===== src/rtl/conv_frame_loader_if.sv =====
// conv_frame_loader_if: byte stream in, assembled image/kernel frame out
interface conv_frame_loader_if #(
    parameter int IMG_N = 25,
    parameter int KER_N = 9
);
    logic       s_valid;
    logic       s_ready;
    logic [7:0] s_data;
    logic       s_last;
    logic       keep_kernel;
    logic [7:0] image [IMG_N];
    logic [7:0] kernel [KER_N];
    logic       out_valid;
    logic       out_ack;
    logic       frame_err;
    modport master (
        output s_valid, s_data, s_last, keep_kernel, out_ack,
        input  s_ready, image, kernel, out_valid, frame_err
    );
    modport slave (
        input  s_valid, s_data, s_last, keep_kernel, out_ack,
        output s_ready, image, kernel, out_valid, frame_err
    );
endinterface


===== src/rtl/conv_frame_loader.sv =====
// conv_frame_loader: assembles kernel+image bytes into a held frame for the convolution stage
module conv_frame_loader #(
    parameter int IMG_N = 25,
    parameter int KER_N = 9
) (
    input logic clk,
    input logic rst,
    conv_frame_loader_if.slave bus
);
    localparam int CW = IMG_N > 1 ? $clog2(IMG_N) : 1;
    localparam int KW = KER_N > 1 ? $clog2(KER_N) : 1;
    typedef enum logic [1:0] {LOAD_K, LOAD_I, HOLD} state_t;
    state_t state;
    logic [CW-1:0] kcnt, icnt;
    logic [7:0] img_q [IMG_N];
    logic [7:0] ker_q [KER_N];
    logic s_ready_q, out_valid_q, frame_err_q;
    logic xfer, k_end, i_end;
    assign xfer  = bus.s_valid & s_ready_q;
    assign k_end = kcnt == CW'(KER_N - 1);
    assign i_end = icnt == CW'(IMG_N - 1);
    assign bus.s_ready   = s_ready_q;
    assign bus.out_valid = out_valid_q;
    assign bus.frame_err = frame_err_q;
    assign bus.image     = img_q;
    assign bus.kernel    = ker_q;
    // frame FSM: kernel bytes, then image bytes, then hold until acknowledged; framing errors restart at LOAD_K
    always_ff @(posedge clk) begin
        if (rst) begin
            state       <= LOAD_K;
            kcnt        <= '0;
            icnt        <= '0;
            s_ready_q   <= 1'b1;
            out_valid_q <= 1'b0;
            frame_err_q <= 1'b0;
            for (int i = 0; i < IMG_N; i++) img_q[i] <= '0;
            for (int i = 0; i < KER_N; i++) ker_q[i] <= '0;
        end else begin
            frame_err_q <= 1'b0;
            case (state)
                LOAD_K: if (xfer) begin
                    ker_q[kcnt[KW-1:0]] <= bus.s_data;
                    if (bus.s_last) begin
                        frame_err_q <= 1'b1;
                        kcnt        <= '0;
                        icnt        <= '0;
                    end else if (k_end) begin
                        kcnt  <= '0;
                        state <= LOAD_I;
                    end else begin
                        kcnt <= kcnt + 1'b1;
                    end
                end
                LOAD_I: if (xfer) begin
                    img_q[icnt] <= bus.s_data;
                    if (i_end && bus.s_last) begin
                        state       <= HOLD;
                        s_ready_q   <= 1'b0;
                        out_valid_q <= 1'b1;
                        kcnt        <= '0;
                        icnt        <= '0;
                    end else if (i_end || bus.s_last) begin
                        state       <= LOAD_K;
                        frame_err_q <= 1'b1;
                        kcnt        <= '0;
                        icnt        <= '0;
                    end else begin
                        icnt <= icnt + 1'b1;
                    end
                end
                HOLD: if (bus.out_ack) begin
                    state       <= bus.keep_kernel ? LOAD_I : LOAD_K;
                    s_ready_q   <= 1'b1;
                    out_valid_q <= 1'b0;
                    kcnt        <= '0;
                    icnt        <= '0;
                end
                default: state <= LOAD_K;
            endcase
        end
    end
endmodule


===== src/flat_wrapper.sv =====
// flat-port wrapper written by rule: the top's interface ports become plain ports
module conv_frame_loader_flat 
#(
    parameter int IMG_N = 25,
    parameter int KER_N = 9
)
  (clk, rst, bus_s_valid, bus_s_data, bus_s_last, bus_keep_kernel, bus_out_ack, bus_s_ready, bus_image, bus_kernel, bus_out_valid, bus_frame_err);
  conv_frame_loader_if #(.IMG_N(IMG_N), .KER_N(KER_N)) bus_i ();
  input logic clk;
  input logic rst;
  input wire logic [$bits(bus_i.s_valid)-1:0] bus_s_valid;
  input wire logic [$bits(bus_i.s_data)-1:0] bus_s_data;
  input wire logic [$bits(bus_i.s_last)-1:0] bus_s_last;
  input wire logic [$bits(bus_i.keep_kernel)-1:0] bus_keep_kernel;
  input wire logic [$bits(bus_i.out_ack)-1:0] bus_out_ack;
  output wire logic [$bits(bus_i.s_ready)-1:0] bus_s_ready;
  output wire logic [$bits(bus_i.image)-1:0] bus_image;
  output wire logic [$bits(bus_i.kernel)-1:0] bus_kernel;
  output wire logic [$bits(bus_i.out_valid)-1:0] bus_out_valid;
  output wire logic [$bits(bus_i.frame_err)-1:0] bus_frame_err;
  assign bus_i.s_valid = bus_s_valid;
  assign bus_i.s_data = bus_s_data;
  assign bus_i.s_last = bus_s_last;
  assign bus_i.keep_kernel = bus_keep_kernel;
  assign bus_i.out_ack = bus_out_ack;
  assign bus_s_ready = bus_i.s_ready;
  assign bus_image = {>>{bus_i.image}};
  assign bus_kernel = {>>{bus_i.kernel}};
  assign bus_out_valid = bus_i.out_valid;
  assign bus_frame_err = bus_i.frame_err;
  conv_frame_loader #(.IMG_N(IMG_N), .KER_N(KER_N)) u_core (.clk(clk), .rst(rst), .bus(bus_i));
endmodule

===== config.mk =====
export PLATFORM = sky130hd
export DESIGN_NAME = conv_frame_loader_flat
export DESIGN_NICKNAME = d
export VERILOG_FILES = /design/src/rtl/conv_frame_loader_if.sv /design/src/rtl/conv_frame_loader.sv /design/src/flat_wrapper.sv
export SDC_FILE = /design/constraint.sdc
export NUM_CORES = 1
export LEC_CHECK = 0
export ABC_AREA = 1
export ABC_CLOCK_PERIOD_IN_PS = 4720
export CAP_MARGIN = 10
export CORE_MARGIN = 5
export CORE_UTILIZATION = 45
export CTS_CLUSTER_SIZE = 14
export DETAILED_ROUTE_END_ITERATION = 8
export PLACE_DENSITY = 0.78
export SETUP_SLACK_MARGIN = 0.5
export SYNTH_ARGS = -nofsm -noshare
export SYNTH_HDL_FRONTEND = slang
export SYNTH_SLANG_ARGS = --single-unit

===== constraint.sdc =====
create_clock -name clk -period 4.72 [get_ports clk]
set_input_delay 0.472 -clock clk [delete_from_list [all_inputs] [get_ports clk]]
set_output_delay 0.472 -clock clk [all_outputs]
set_load 0.02 [all_outputs]

== Yosys cells after proc, flatten, opt, wreduce, memory -nomap -nowiden ==
Cells that the tools add are included.
W data, S select, Z words.
Word-level totals
  register bits after elaboration: 287
  bits in latches: 0
  RAM bits: 0
  ROM bits: 0
  input port bits: 14
  output and inout bits: 275
  word-level logic and storage cells: 117
  memories kept: 0
Cells by class
  add/sub/neg operators: 2
  multiply operators: 0
  div/mod/pow operators: 0
  $lt $le $gt $ge: 4
  eq/ne operators: 12
  shift-type cells: 0
  muxes and demuxes: 43
  bitwise gates (word level): 3
  reduce and logical (&&, ||, !) cells: 13
Operators with widths (count)
  $bwmux W200: 1
  $bwmux W72: 1
  $mux W5: 12
  $demux W8 S5: 1
  $demux W8 S4: 1
  $pmux W5 S3: 2
  $mux W8: 2
  $mux W2: 7
  $mux W1: 12
  $add A5 B1 Y5 const B: 2
  $reduce_and A5 Y1: 2
  $ne A2 B1 Y1 const B: 4
  $ge A6 B6 Y1 const B: 1
  $lt A6 B1 Y1 const B: 1
  $ne A2 B2 Y1 const B: 3
  $not A5 Y6: 1
  $pmux W1 S2: 3
  $pmux W2 S3: 1
  $reduce_and A6 Y1: 1
  $eq A5 B4 Y1 const B: 1
  $eq A5 B5 Y1 const B: 1
  $ge A5 B5 Y1 const B: 1
  $lt A5 B1 Y1 const B: 1
  $not A4 Y5: 1
  11 further kinds: 14

== Longest topological paths before layout ==
  depth in word-level cells: 6
  mapped depth: 14
  mapped depth without buffers: 13

== Least setup slack after synthesis ==
Ideal clock, no wire load.
  path type: reg-to-reg
  start point: reg u_core.icnt[0]
  end point: reg u_core.kcnt[1]
  setup time: 0.116 ns
  arrival time: 2.001 ns
  required time: 4.604 ns
  setup slack: 2.604 ns
  stages on the path, launching flop included: 14
  buffers on the path: 1
  period minus slack after synthesis: 2.116 ns
  cell sequence: dfxtp_1 inv_1 ha_1 inv_1 nor3_1 buf_2 inv_1 ha_1 nand3_1 nand2_1 nor2_2 nand2_1 o21ai_0 nor2_1
Between the ends
  word-level cells in the longest chain between the ends: 5
  elaborated cells on any way between the ends: 8
  those cells by class: eq/ne: 2; mux: 3; reduce/logical: 3
Ends and longest elaborated chain
  from (decl): line conv_frame_loader.sv:14  | logic [CW-1:0] kcnt, icnt;
  from (signal assigned): line conv_frame_loader.sv:68  | icnt <= icnt + 1'b1;
  $eq A5 B5 Y1 *: line conv_frame_loader.sv:21  | assign i_end = icnt == CW'(IMG_N - 1);
  $logic_and A1 B1 Y1: line conv_frame_loader.sv:56  | if (i_end && bus.s_last) begin
  $mux W5: line conv_frame_loader.sv:56
  $mux W5: line conv_frame_loader.sv:54  | LOAD_I: if (xfer) begin
  $pmux W5 S3: line conv_frame_loader.sv:40  | case (state)
  to (signal assigned): line conv_frame_loader.sv:51  | kcnt <= kcnt + 1'b1;
  to (decl): line conv_frame_loader.sv:14
Every way passes the cells marked *; elsewhere a longest branch is shown, timed or not. The select of a mux whose other input is x is not followed.
A chain may end at the register's enable or synchronous reset.

== Final worst setup path ==
  start point: reg u_core.icnt[0]
  end point: reg u_core.kcnt[0]
The elaborated chain is that of the path after synthesis.

==> flow_metrics.tcl <==
set metrics [dict create \
    multi_input_area_sq_mm 0.00458 \
    r2r_start "u_core.icnt[0]" \
    clock-root-buffer "clkbuf_16" \
    ant_nets 0 \
    gp_congestion 0.835 \
    worst-path-buf-inv 3 \
    regArea_sq_mm 0.00575 \
    drtIter0Drc 699 \
    cp_top_family "simple AND/OR/NAND/NOR gates" \
    final_area_sq_mm 0.0148 \
    period_minus_slack_ns 2.91 \
    postSynthCellCount 1408 \
    cts_setup_buffers 0 \
    crit_path_end_kind "flip-flop" \
    cts_buffers 29 \
    num_antenna_cells 0 \
    yosysWarnings 0 \
    finalHoldViolations 0 \
    wl_per_cell_microns 17.0 \
    drive_gt1_frac 0.0724 \
    arrival_ns 3.34 \
    synth_nets 1436 \
    grt_max_degree 146 \
    start_util 0.452 \
    synthTopCellsByArea "dfxtp_1 53%, nor2_1 19%, o21ai_0 12%, nor2_4 2.0%, nand2_1 1.9%" \
    placedCellCount 1956 \
    synthSimpleGateAreaFrac 0.273 \
    io_buffer_count 288 \
    finalMaxSlewViolations 0 \
    drt-total-wl_microns 34100 \
    antenna_found_initial 0 \
    cts_tree "built" \
    hpwlAfterDp_microns 21600 \
    syn_avg_cell_area_sq_um 7.75 \
    crit_required_ns 5.15 \
    synth_top_family_by_area "simple AND/OR/NAND/NOR gates" \
    routed_via_density 5.05 \
    fin_nets 1691 \
    n_fill_cell 2073 \
    clk_pin_slew_ns 0.06 \
    crit_path_start_kind "flip-flop" \
    hold_class "flip-flop to flip-flop" \
    fin_worst_skew_ns 0.0127 \
    dr.pass1.iters 5 \
    p_per_area_mw_per_mm2 408 \
    core_sq_mm 0.0241 \
    r2r-end "u_core.kcnt[0]" \
    ctsResizeCount 0 \
    path_depth 12 \
    io-pin-count 289 \
    muxShareOfSynthArea 0 \
    ys_types 26 \
    setup_viol 0 \
    synth-seq-cells 287 \
    area_growth_pct 35.9 \
    slowest_delay_ns 0.79 \
    cpMostUsedCell "inv_1" \
    synth_flop_cell "dfxtp_1" \
    grt.overflow.total 0 \
    cp-endpoint "u_core.kcnt[0]" \
    synth_edf_count 0 \
    seq_area_frac_synth 0.527 \
    cts_max_path_buffers 3 \
    placed_area_sq_mm 0.0139 \
    htreeDepth 1 \
    cts.sinks 287 \
    yosysTopAreaCellShare 0.527 \
    num_rows 57 \
    p_leak_nw 6.15 \
    cp-startpoint "u_core.icnt[0]" \
    fp.dieH_microns 166 \
    drv_cap 0 \
    yosys.area.top_type "dfxtp_1" \
    slew_headroom 0.298 \
    fmax_mhz 343 \
    worstPathCellList "inv_1, ha_1, inv_1, nor3_1, ha_1, inv_1, nand3_1, nand2_1, nor2_2, nand2_1, o21ai_0, nor2_1" \
    die_area_sq_mm 0.0274 \
    drc 0 \
    reg2reg_slack_ns 1.81 \
    yosys.area_share.adder 0.0161 \
    synth-xor-area-share 0.000803 \
    crit_fanout 11 \
    synth-compound-area-share 0.130 \
    vias 10100 \
    crit_slowest_cell "nor3_1" \
    grt_pass1_vias 9726 \
    grt_pass1_wl_microns 54000 \
    critPathKind "flip-flop to flip-flop" \
    min_period_over_period 0.617 \
    grt_usage 0.236 \
    clock_latency_ns 0.53 \
    fin_cells 2009 \
    reg2reg_depth 12 \
    setup-tns-final_ns 0 \
    postCtsHoldBufs 0 \
    die_w_microns 166 \
    status "completed" \
    synth.cell_area_sq_mm 0.0109 \
    synth-async-reset-ratio 0 \
    worstMarginPinSlew_ns 1.05 \
    peakVddDrop_mv 0.235 \
    rsz0062_at_grt "no" \
]
==> metrics by stage <==
step	total power, mW	worst slack [ns]	utilization	hold WS [ns]
floorplan	3.39	2.60	-	0.472
global placement	3.76	1.99	0.575	0.452
detailed placement	3.78	1.82	0.575	0.459
CTS	6.08	1.80	0.615	0.468
global route	6.32	1.50	0.615	0.479
finish	6.05	1.81	0.615	0.466
==> placed cells by master (no fill, tap or decap), types with 2 or more instances in the layout <==
master / instances
a21oi_1: 13
buf_2: 8
bufinv_16: 3
clkbuf_1: 11
clkbuf_16: 29
clkbuf_8: 5
clkdlybuf4s50_1: 280
clkinv_2: 4
dfxtp_1: 287
ha_1: 14
inv_1: 34
inv_2: 29
inv_4: 4
nand2_1: 56
nand2_4: 4
nand3_1: 29
nand4_1: 2
nand4_2: 4
nor2_1: 560
nor2_4: 19
nor2_8: 7
nor3_1: 5
o21ai_0: 270
==> final cells by class <==
cell class | instances | area share
repair buffers | 289 | 0.193
clock buffers | 45 | 0.0564
multi-input cells | 987 | 0.309
flip-flops and latches | 287 | 0.388
clock inverters | 8 | 0.00802
well taps | 324 | 0.0273
inverters | 69 | 0.0185
==> cells in the mapped netlist, types with 2 or more instances <==
| library cell | instances |
|---|---|
| a21oi_1 | 13 |
| buf_1 | 17 |
| buf_2 | 8 |
| clkbuf_1 | 35 |
| clkbuf_8 | 4 |
| dfxtp_1 | 287 |
| ha_1 | 14 |
| inv_1 | 35 |
| inv_2 | 29 |
| inv_4 | 4 |
| nand2_1 | 56 |
| nand2_4 | 4 |
| nand3_1 | 29 |
| nand4_1 | 2 |
| nand4_2 | 4 |
| nor2_1 | 560 |
| nor2_4 | 19 |
| nor2_8 | 7 |
| nor3_1 | 5 |
| o21ai_0 | 270 |
==> state kept, by name, summed over array words and instances, names as in the netlist <==
signal and flops:
u_core.bus.frame_err 1, u_core.bus.image 200, u_core.bus.kernel 72, u_core.state 2
u_core.icnt 5, u_core.bus.out_valid 1, u_core.bus.s_ready 1, u_core.kcnt 5
==> worst register-to-register path, stage by stage (launching register included) <==
cell	delay [ns]
dfxtp_1	0.35
inv_1	0.14
ha_1	0.24
inv_1	0.06
nor3_1	0.79
ha_1	0.36
inv_1	0.05
nand3_1	0.11
nand2_1	0.10
nor2_2	0.22
nand2_1	0.16
o21ai_0	0.18
nor2_1	0.06
==> where the power goes <==
part / switching (mW) / total, mW / leakage, nW / internal (mW)
registers: 0.100 / 2.66 / 2.32 / 2.56
clock network: 0.939 / 2.32 / 0.468 / 1.38
logic: 0.686 / 1.07 / 3.36 / 0.389
total: 1.73 / 6.05 / 6.15 / 4.32
==> cells by family (layout without fill, tap and decap cells) <==
logic type | Yosys count | count (layout)
compound gates | 283 | 283
buf+inv | 134 | 411
simple gates | 689 | 689
xor+xnor | 1 | 1
flops | 287 | 287
fa+ha+maj | 14 | 14
==> routing by layer <==
| metal | part of all wire | global-route usage | wire length [microns] | up-vias |
|---|---|---|---|---|
| met2 | 0.48 | 0.398 | 16200 | 357 |
| met5 | 0 | 0 | 0 | - |
| met3 | 0.067 | 0.0512 | 2290 | 71 |
| li1 | - | - | - | 5010 |
| met4 | 0.032 | 0.0764 | 1080 | 0 |
| met1 | 0.43 | 0.302 | 14500 | 4699 |
==> worst min-delay path by stage <==
stage          slack, ns  depth (start not counted)           startpoint             endpoint
6_report            0.47                          2  u_core.bus.image[6]  u_core.bus.image[6]
5_1_grt             0.48                          2  u_core.bus.image[6]  u_core.bus.image[6]
4_1_cts             0.47                          2  u_core.bus.image[6]  u_core.bus.image[6]
3_5_place_dp        0.46                          2  u_core.bus.image[1]  u_core.bus.image[1]
3_3_place_gp        0.45                          2  u_core.bus.image[6]  u_core.bus.image[6]
2_1_floorplan       0.47                          2       u_core.icnt[1]       u_core.icnt[1]
Note: power is estimated with default switching activity, not from simulation.
